$ cat src/rtl/rca_pkg.sv
// Shared widths and result type for the ripple-carry adder result FIFO.
package rca_pkg;

  localparam int RCA_W = 4;
  localparam int RES_W = 5;

  typedef logic [RES_W-1:0] rca_res_t;

  function automatic rca_res_t pack_result(input logic c, input logic [RCA_W-1:0] s);
    return {c, s};
  endfunction

endpackage

$ cat src/rtl/rca_fifo_mem.sv
// DEPTH x RES_W register array: one synchronous write port, one asynchronous read port.
// Contents are deliberately not reset; the FIFO masks the read data while empty.
module rca_fifo_mem
  import rca_pkg::*;
#(
  parameter int unsigned DEPTH = 4,
  parameter int unsigned AW    = $clog2(DEPTH)
) (
  input  logic          clk,
  input  logic          we,
  input  logic [AW-1:0] waddr,
  input  rca_res_t      wdata,
  input  logic [AW-1:0] raddr,
  output rca_res_t      rdata
);

  rca_res_t mem_q [DEPTH];

  always_ff @(posedge clk) begin
    if (we) begin
      mem_q[waddr] <= wdata;
    end
  end

  assign rdata = mem_q[raddr];

endmodule

$ cat src/rtl/rca_result_fifo.sv
// Result FIFO for a 4-bit ripple-carry adder with a running accumulator.
// Define RCA_OVF_COUNT_EN to build the saturating carry-out counter behind ovf_cnt.
module rca_result_fifo
  import rca_pkg::*;
#(
  parameter int unsigned DEPTH = 4,
  parameter int unsigned ACC_W = 8
) (
  input  logic                   clk,
  input  logic                   rst,
  input  logic [RCA_W-1:0]       sum,
  input  logic                   cout,
  input  logic                   in_valid,
  output logic                   in_ready,
  output logic [RES_W-1:0]       out_data,
  output logic                   out_valid,
  input  logic                   out_ready,
  output logic [$clog2(DEPTH):0] count,
  input  logic                   acc_clr,
  output logic [ACC_W-1:0]       acc,
  output logic [7:0]             ovf_cnt
);

  localparam int unsigned AW = $clog2(DEPTH);
  localparam int unsigned CW = AW + 1;
  localparam logic [CW-1:0] FULL_CNT = CW'(DEPTH);

  logic [AW-1:0]    wr_ptr_q, wr_ptr_d;
  logic [AW-1:0]    rd_ptr_q, rd_ptr_d;
  logic [CW-1:0]    count_q, count_d;
  logic [ACC_W-1:0] acc_q, acc_d;
  logic [ACC_W-1:0] acc_add;
  rca_res_t         in_res;
  rca_res_t         head_res;
  logic             push;
  logic             pop;

  assign in_res  = pack_result(cout, sum);
  assign acc_add = ACC_W'(in_res);

  // Handshakes decode registered occupancy only, so a full FIFO refuses input even when popping.
  assign in_ready  = (count_q != FULL_CNT);
  assign out_valid = (count_q != '0);
  assign push      = in_valid && in_ready;
  assign pop       = out_valid && out_ready;

  always_comb begin
    wr_ptr_d = wr_ptr_q;
    rd_ptr_d = rd_ptr_q;
    count_d  = count_q;
    if (push) begin
      wr_ptr_d = wr_ptr_q + AW'(1);
    end
    if (pop) begin
      rd_ptr_d = rd_ptr_q + AW'(1);
    end
    case ({push, pop})
      2'b10:   count_d = count_q + CW'(1);
      2'b01:   count_d = count_q - CW'(1);
      default: count_d = count_q;
    endcase
  end

  // A clear coinciding with a push restarts the total at the pushed value.
  always_comb begin
    acc_d = acc_q;
    if (acc_clr) begin
      acc_d = push ? acc_add : '0;
    end else if (push) begin
      acc_d = acc_q + acc_add;
    end
  end

  always_ff @(posedge clk or posedge rst) begin
    if (rst) begin
      wr_ptr_q <= '0;
      rd_ptr_q <= '0;
      count_q  <= '0;
      acc_q    <= '0;
    end else begin
      wr_ptr_q <= wr_ptr_d;
      rd_ptr_q <= rd_ptr_d;
      count_q  <= count_d;
      acc_q    <= acc_d;
    end
  end

  rca_fifo_mem #(
    .DEPTH (DEPTH),
    .AW    (AW)
  ) u_mem (
    .clk   (clk),
    .we    (push),
    .waddr (wr_ptr_q),
    .wdata (in_res),
    .raddr (rd_ptr_q),
    .rdata (head_res)
  );

  assign out_data = out_valid ? head_res : '0;
  assign count    = count_q;
  assign acc      = acc_q;

`ifdef RCA_OVF_COUNT_EN
  logic [7:0] ovf_q, ovf_d;
  logic       ovf_hit;

  assign ovf_hit = push && cout;

  always_comb begin
    ovf_d = ovf_q;
    if (acc_clr) begin
      ovf_d = ovf_hit ? 8'd1 : 8'd0;
    end else if (ovf_hit && (ovf_q != 8'hFF)) begin
      ovf_d = ovf_q + 8'd1;
    end
  end

  always_ff @(posedge clk or posedge rst) begin
    if (rst) begin
      ovf_q <= '0;
    end else begin
      ovf_q <= ovf_d;
    end
  end

  assign ovf_cnt = ovf_q;
`else
  assign ovf_cnt = 8'd0;
`endif

endmodule

$ cat config.mk
export PLATFORM = sky130hd
export DESIGN_NAME = rca_result_fifo
export DESIGN_NICKNAME = d
export VERILOG_FILES = /design/src/rtl/rca_pkg.sv /design/src/rtl/rca_fifo_mem.sv /design/src/rtl/rca_result_fifo.sv
export SDC_FILE = /design/constraint.sdc
export NUM_CORES = 1
export LEC_CHECK = 0
export CAP_MARGIN = 20
export CORE_MARGIN = 5
export CORE_UTILIZATION = 51
export DETAILED_ROUTE_END_ITERATION = 16
export GPL_ROUTABILITY_DRIVEN = 0
export PLACE_DENSITY_LB_ADDON = 0.25
export SETUP_SLACK_MARGIN = 0.4
export SYNTH_ARGS = -nofsm -noshare
export SYNTH_HDL_FRONTEND = slang
export SYNTH_SLANG_ARGS = --single-unit
$ cat constraint.sdc
create_clock -name clk -period 2.9 [get_ports clk]
set_input_delay 0.58 -clock clk [delete_from_list [all_inputs] [get_ports clk]]
set_output_delay 0.58 -clock clk [all_outputs]
set_load 0.02 [all_outputs]
==> results.md, run 1 <==
- Share of the synthesized area in the top cell type: 0.334
- Core area: 0.00336 mm2
- Root buffer cell: clkbuf_4
- Clock H-tree levels: 2
- Worst Setup EP: out_data[0]
- First-pass GRT wire length: around 5700 um
- Period utilization: 0.830
- Area occupied by multi-input gates: 726 um2
- Register area: 977 um2
- Total congestion overflow: 0
- Async set-reset flop share out of synthesis: 0.429
- Vias in the first global route: 1177
- Final wirelength: 3370 um
- Hold crit path type: flop to flop
- Clock Sink Count: 35
- Placed wire-length estimate: around 2500 um
- ANT nets after route: 0
- Tot GR Track Use: 0.154
- Worst setup path start: rd_ptr_q[0]
- MaxCap Viol Count: 0
- R2R cell count: 9
- Pwr Density: 979 mW/mm2
- Clock Skew: between 0.01 and 0.015 ns
- Worst r2r src: count[1]
- Post-synth EDFFs: 20
- Synth top area cells: edfxtp_1, dfrtp_1, ha_1
- DR WL/cell: between 10 and 15 um
- Finish-stage setup viols: 0
- Area growth from synthesis to layout: 22.4%
- Antenna cell count: 0
- Critical Path AT: 1.83 ns
- Most area-hungry cell type in the Yosys netlist: edfxtp_1
- Slew margin rel.: 0.600
- Netlist cell types: 32
- Final worst path period need: 2.41 ns
- Worst VDD drop: 550 uV
- Hold Violations, Final: 0
- R2r endpoint: count[2]
- Ports: 36
- # DRC: 0
- Longest Clk Path Bufs: 2
- Worst slew pin tran: 0.599 ns
- Filler cell count: 293
- Commonest non-fill, non-tap cell in the layout: clkdlybuf4s50_1
- Crit Path Max Fanout: 5
- Vias per Instance: 5.14
- Critical Path Source Type: flop
- Commonest non-fill, non-tap cells in the layout: clkdlybuf4s50_1, edfxtp_1, dfrtp_1
- Ys flop type: edfxtp_1
- Largest net degree at the start of global routing: 16
- Buffers on Ports: 27
- Fin. max-slew vios: 0
- Clock-pin slew on the worst setup and hold paths: 0.11 ns
- Unrepaired setup endpoints after global routing: false
- Die Y: ~69 um
- Peak Freq: 416 MHz
- Synth warn: 0
- Post-placement cell count: 210
- Die Wd: 69.4 um
- Synthesis-stage register bit count: 35
- Post-Syn Area: 0.00180 mm2
- Initial Util: 0.534
- TritonCTS clock tree: yes
- Critical Path RT: 2.32 ns
- Non-Filler Instances: 225
- Status: finished, final reports clean
- Sequential fraction of the synthesis area: 0.543
- Reg2Reg Setup Slack: 0.56 ns
- P_leak: just over 0.9 nW
- TritonCTS buffer count: 5
- Clock Latency Late Sink: 0.34 ns
- Mean area per synthesized cell: 12.5 um2
- 1st-pass router iterations: 4
- Die area: around 0.0048 mm2
- Cell count after synthesis: 144
- Total negative slack: 0 ns
- CP endpoint kind: output pin
- Share of cells above drive strength 1: 0.151
- NumNets Final: 200
- Routed vias: 1157
- Num rows: 21
- Initial antenna violation count: 0
- Crit Path Category: flop to output pin
- DRT iter0 DRCs: between 40 and 50
[critical path, cell delays in order (launching register included)]
cell and delay, ns:
dfrtp_2 0.42, buf_4 0.12, mux4_2 0.47, and2_1 0.16, dlygate4sd2_1 0.32
[Yosys cell counts (2+ instances only)]
library cell,instances
mux2i_1,2
fa_1,2
edfxtp_1,20
nor2_1,9
o21ai_1,3
buf_2,2
a21oi_1,8
inv_1,9
xnor2_1,6
and2_1,6
nand3_1,5
clkbuf_1,2
nand4_1,2
mux4_2,5
buf_4,8
xor2_1,5
ha_1,10
o21ai_0,5
a21o_1,2
and3_1,4
nand2_1,4
dfrtp_1,15
[power by group]
group / leakage, nW / switching (mW) / internal (mW)
logic: 0.499 / 0.516 / 0.502
registers: 0.371 / 0.102 / 0.669
clock network: 0.0482 / 0.160 / 0.204
[per-layer routing]
| layer | GRT usage | vias to the layer above | share of wire |
|---|---|---|---|
| met4 | 0.0521 | 0 | 0.014 |
| met3 | 0.0667 | 5 | 0.067 |
| li1 | - | 557 | - |
| met5 | 0 | - | 0 |
| met2 | 0.249 | 32 | 0.51 |
| met1 | 0.184 | 563 | 0.41 |
[cell families after synthesis]
family	count (synthesis)	share of synthesized area
flops	35	0.543
other cells	1	0.00209
xor+xnor	11	0.0536
fa+ha+maj	12	0.0919
mux	7	0.0738
buf+inv	24	0.0731
simple gates	34	0.0996
compound gates	20	0.0627
[worst min-delay path by stage]
stage	endpoint	cells after the start	slack, ns	from
3_5_place_dp	count[2]	1	0.51	count[2]
3_3_place_gp	count[2]	1	0.49	count[2]
5_1_grt	count[2]	1	0.55	count[2]
4_1_cts	count[2]	1	0.54	count[2]
2_1_floorplan	acc[0]	1	0.48	rst
6_report	count[2]	1	0.54	count[2]
[state kept, by name, indices dropped and copies added (netlist names)]
signal and cells:
u_mem.mem_q 20, acc 8, count 3, rd_ptr_q 2, wr_ptr_q 2
[cell type report]
type / count / share of cell area
multi-input combinational: 92 / 0.330
tap: 46 / 0.0262
clock inverter: 2 / 0.0159
sequential: 35 / 0.444
inverter: 10 / 0.0182
clock buffer: 6 / 0.0233
timing repair buffer: 34 / 0.142
[metrics by stage]
stage | cell area, um2 | setup WS (ns) | hold WS [ns] | util | power (mW)
6_report | 2200 | 0.494 | 0.536 | 0.654 | 2.15
5_1_grt | 2200 | 0.400 | 0.550 | 0.654 | 2.33
4_1_cts | 2170 | 0.391 | 0.537 | 0.645 | 2.15
3_5_place_dp | 2060 | 0.243 | 0.505 | 0.612 | 1.77
3_3_place_gp | 2060 | 0.347 | 0.493 | 0.612 | 1.74
2_1_floorplan | 1820 | 0.576 | 0.481 | - | 1.43
[what timing repair did]
| item | 4_1_cts | 5_1_grt |
|---|---|---|
| endpoints found under the setup margin | 6 | 4 |
| resized for setup | 8 | 4 |
| hold buffers | 0 | 0 |
| buffers inserted | 3 | 4 |
| pin swaps | 0 | 0 |
(Power assumes the default switching activity.)
==> run 2, diff against run 1 <==
==> constraint.sdc (replaced) <==
create_clock -name clk -period 2.3 [get_ports clk]
set_input_delay 0.46 -clock clk [delete_from_list [all_inputs] [get_ports clk]]
set_output_delay 0.46 -clock clk [all_outputs]
set_load 0.02 [all_outputs]
==> results.md, run 2 (synthesis results as in run 1) <==
- Longest Clk Path Bufs: 2 (unchanged)
- Clock Latency Late Sink: 0.34 ns (about the same)
- Reg with most FFs: u_mem.mem_q
- CP endpoint kind: output pin
- Core area: 0.00336 mm2 (unchanged)
- Antenna cell count: 0 (unchanged)
- Die Wd: 69.4 um (unchanged)
- NumNets Final: 213 (+6.5%)
- Crit Path Max Fanout: 3 (-2)
- Area growth from synthesis to layout: 31.5%
- Initial antenna violation count: 0 (unchanged)
- Hold Violations, Final: 0 (unchanged)
- Final critical-path setup slack: 0.207 ns (-0.287 ns)
- Share of cells above drive strength 1: 0.318 (+0.167)
- First-pass GRT wire length: 6160 um (+7.2%)
- Pwr Density: 1240 mW/mm2 (+27%)
- Period utilization: 0.910
- P_leak: 1.02 nW (+11%)
- Buffers on Ports: 27 (unchanged)
- Final worst path period need: 2.09 ns
- Num rows: 21 (unchanged)
- R2R cell count: 9 (unchanged)
- Worst slew pin tran: 0.651 ns (+0.0516 ns)
- Post-placement cell count: 219 (+4.3%)
- Critical Path RT: 1.84 ns (-0.48 ns)
- Die area: 0.00481 mm2 (unchanged)
- Critical Path AT: 1.63 ns (-0.20 ns)
- Finished Cell Area: 0.00236 mm2 (+7.5%)
- Reg2Reg Setup Slack: 0.27 ns (-0.29 ns)
- DR WL/cell: 15.5 um (+3.5%)
- Hold Startpoint: count[2]
- Most used cell, CP: buf_6
- Hold-fix buffers at CTS: 0 (unchanged)
- Tot GR Track Use: 0.163 (+0.00893)
- DRT iter0 DRCs: 49 (+4.3%)
- Ports: 36 (unchanged)
- Slew margin rel.: 0.566 (-0.0345)
- TritonCTS buffer count: 5 (unchanged)
- R2r endpoint: count[2]
- TritonCTS clock tree: yes
- Total congestion overflow: 0 (unchanged)
- Vias in the first global route: 1298 (+10%)
- Worst VDD drop: 547 uV (-0.64%)
- Vias per Instance: 5.09 (-0.97%)
- Clock H-tree levels: 2 (unchanged)
- Crit-path cells: buf_6, mux4_2, and2_4, buf_6
- Cell area after placement: 0.00215 mm2 (+4.5%)
- Pwr Total: 2.93 mW (+36%)
- Placed wire-length estimate: 2660 um (+7.3%)
- Die Y: 69.4 um (unchanged)
- Worst path slowest cell: mux4_2
- Root buffer cell: clkbuf_4
- Clock Skew: 0.00333 ns (-0.00668 ns)
- Fin. max-slew vios: 0 (unchanged)
- Commonest non-fill, non-tap cells in the layout: edfxtp_1, clkdlybuf4s50_1, buf_4
- CP peak stage delay: 0.49 ns (+0.02 ns)
- Initial Util: 0.534 (unchanged)
- Register area: 981 um2 (+0.38%)
- Critical Path Source Type: flop
- MaxCap Viol Count: 0 (unchanged)
- Commonest non-fill, non-tap cell in the layout: edfxtp_1
- Finish-stage setup viols: 0 (unchanged)
- Hold Crit Depth: 1 (unchanged)
- Clock-pin slew on the worst setup and hold paths: 0.10 ns (about the same)
- Worst r2r src: count[1]
- Number of flip-flops under the largest register name: 20 (unchanged)
- Hold crit path type: flop to flop
- Status: finished, final reports clean
- Routed vias: 1212 (+4.8%)
- Area occupied by multi-input gates: 777 um2 (+7.1%)
- Pre-CTS WS: -0.106 ns (-0.349 ns)
- Peak Freq: roughly 480 MHz
- Hold EP: count[2]
- Non-Filler Instances: 238 (+5.8%)
- Final wirelength: 3690 um (+9.5%)
- Crit Path Category: flop to output pin
- Filler cell count: 281 (-4.1%)
- 1st-pass router iterations: 4 (unchanged)
- Unrepaired setup endpoints after global routing: true
- ANT nets after route: 0 (unchanged)
- # DRC: 0 (unchanged)
- Largest net degree at the start of global routing: 16 (unchanged)
- Clock Sink Count: 35 (unchanged)
## run 2: area by class of cell
cell class                      instances  area share
Clock inverter                          2     0.00371
Multi-Input combinational cell         92       0.329
Clock buffer                            6      0.0175
Timing Repair Buffer                   47       0.190
Inverter                               10      0.0212
Tap cell                               46      0.0244
Sequential cell                        35       0.415
## run 2: report_power, final
part	leakage [nW]	internal (mW)	switching, mW
sequential	0.368	0.849	0.124
clock	0.0297	0.115	0.207
combinational	0.620	0.883	0.751
## run 2: metal layers
layer / GRT usage / share of wire / routed length (um)
met4: 0.0586 / 0.016 / 60
met1: 0.198 / 0.42 / 1540
met5: 0 / 0 / 0
met3: 0.0507 / 0.056 / 205
met2: 0.273 / 0.51 / 1880
## run 2: critical path, delay by kind of cell, from the launching register on
kind,cells,cell delay (ns)
buffers and inverters,2,0.24
DFF,1,0.42
muxes,1,0.49
and+or+nand+nor,1,0.15
## run 2: stage by stage
stage	hold slack [ns]	TNS [ns]	utilization
2_1_floorplan	0.361	0	-
3_3_place_gp	0.472	-0.0394	0.640
3_5_place_dp	0.476	-0.210	0.640
4_1_cts	0.493	0	0.688
5_1_grt	0.512	0	0.703
6_report	0.494	0	0.703
## run 2: how the worst max path moves through the flow
stage | from | end | slack (ns) | cells past startpoint
6_report | rd_ptr_q[0] | out_data[4] | 0.21 | 4
5_1_grt | rd_ptr_q[0] | out_data[0] | 0.14 | 4
4_1_cts | rd_ptr_q[0] | out_data[4] | 0.20 | 4
3_5_place_dp | sum[0] | acc[4] | -0.11 | 9
3_3_place_gp | sum[0] | acc[6] | -0.03 | 9
2_1_floorplan | count[0] | count[2] | 0.13 | 10
## run 2: repair_timing
item	CTS	global route
pin swaps	10	1
endpoints found under the hold margin	0	0
gates resized for setup	58	6
setup buffers	7	4
gates cloned	0	0
setup endpoints to repair	11	12
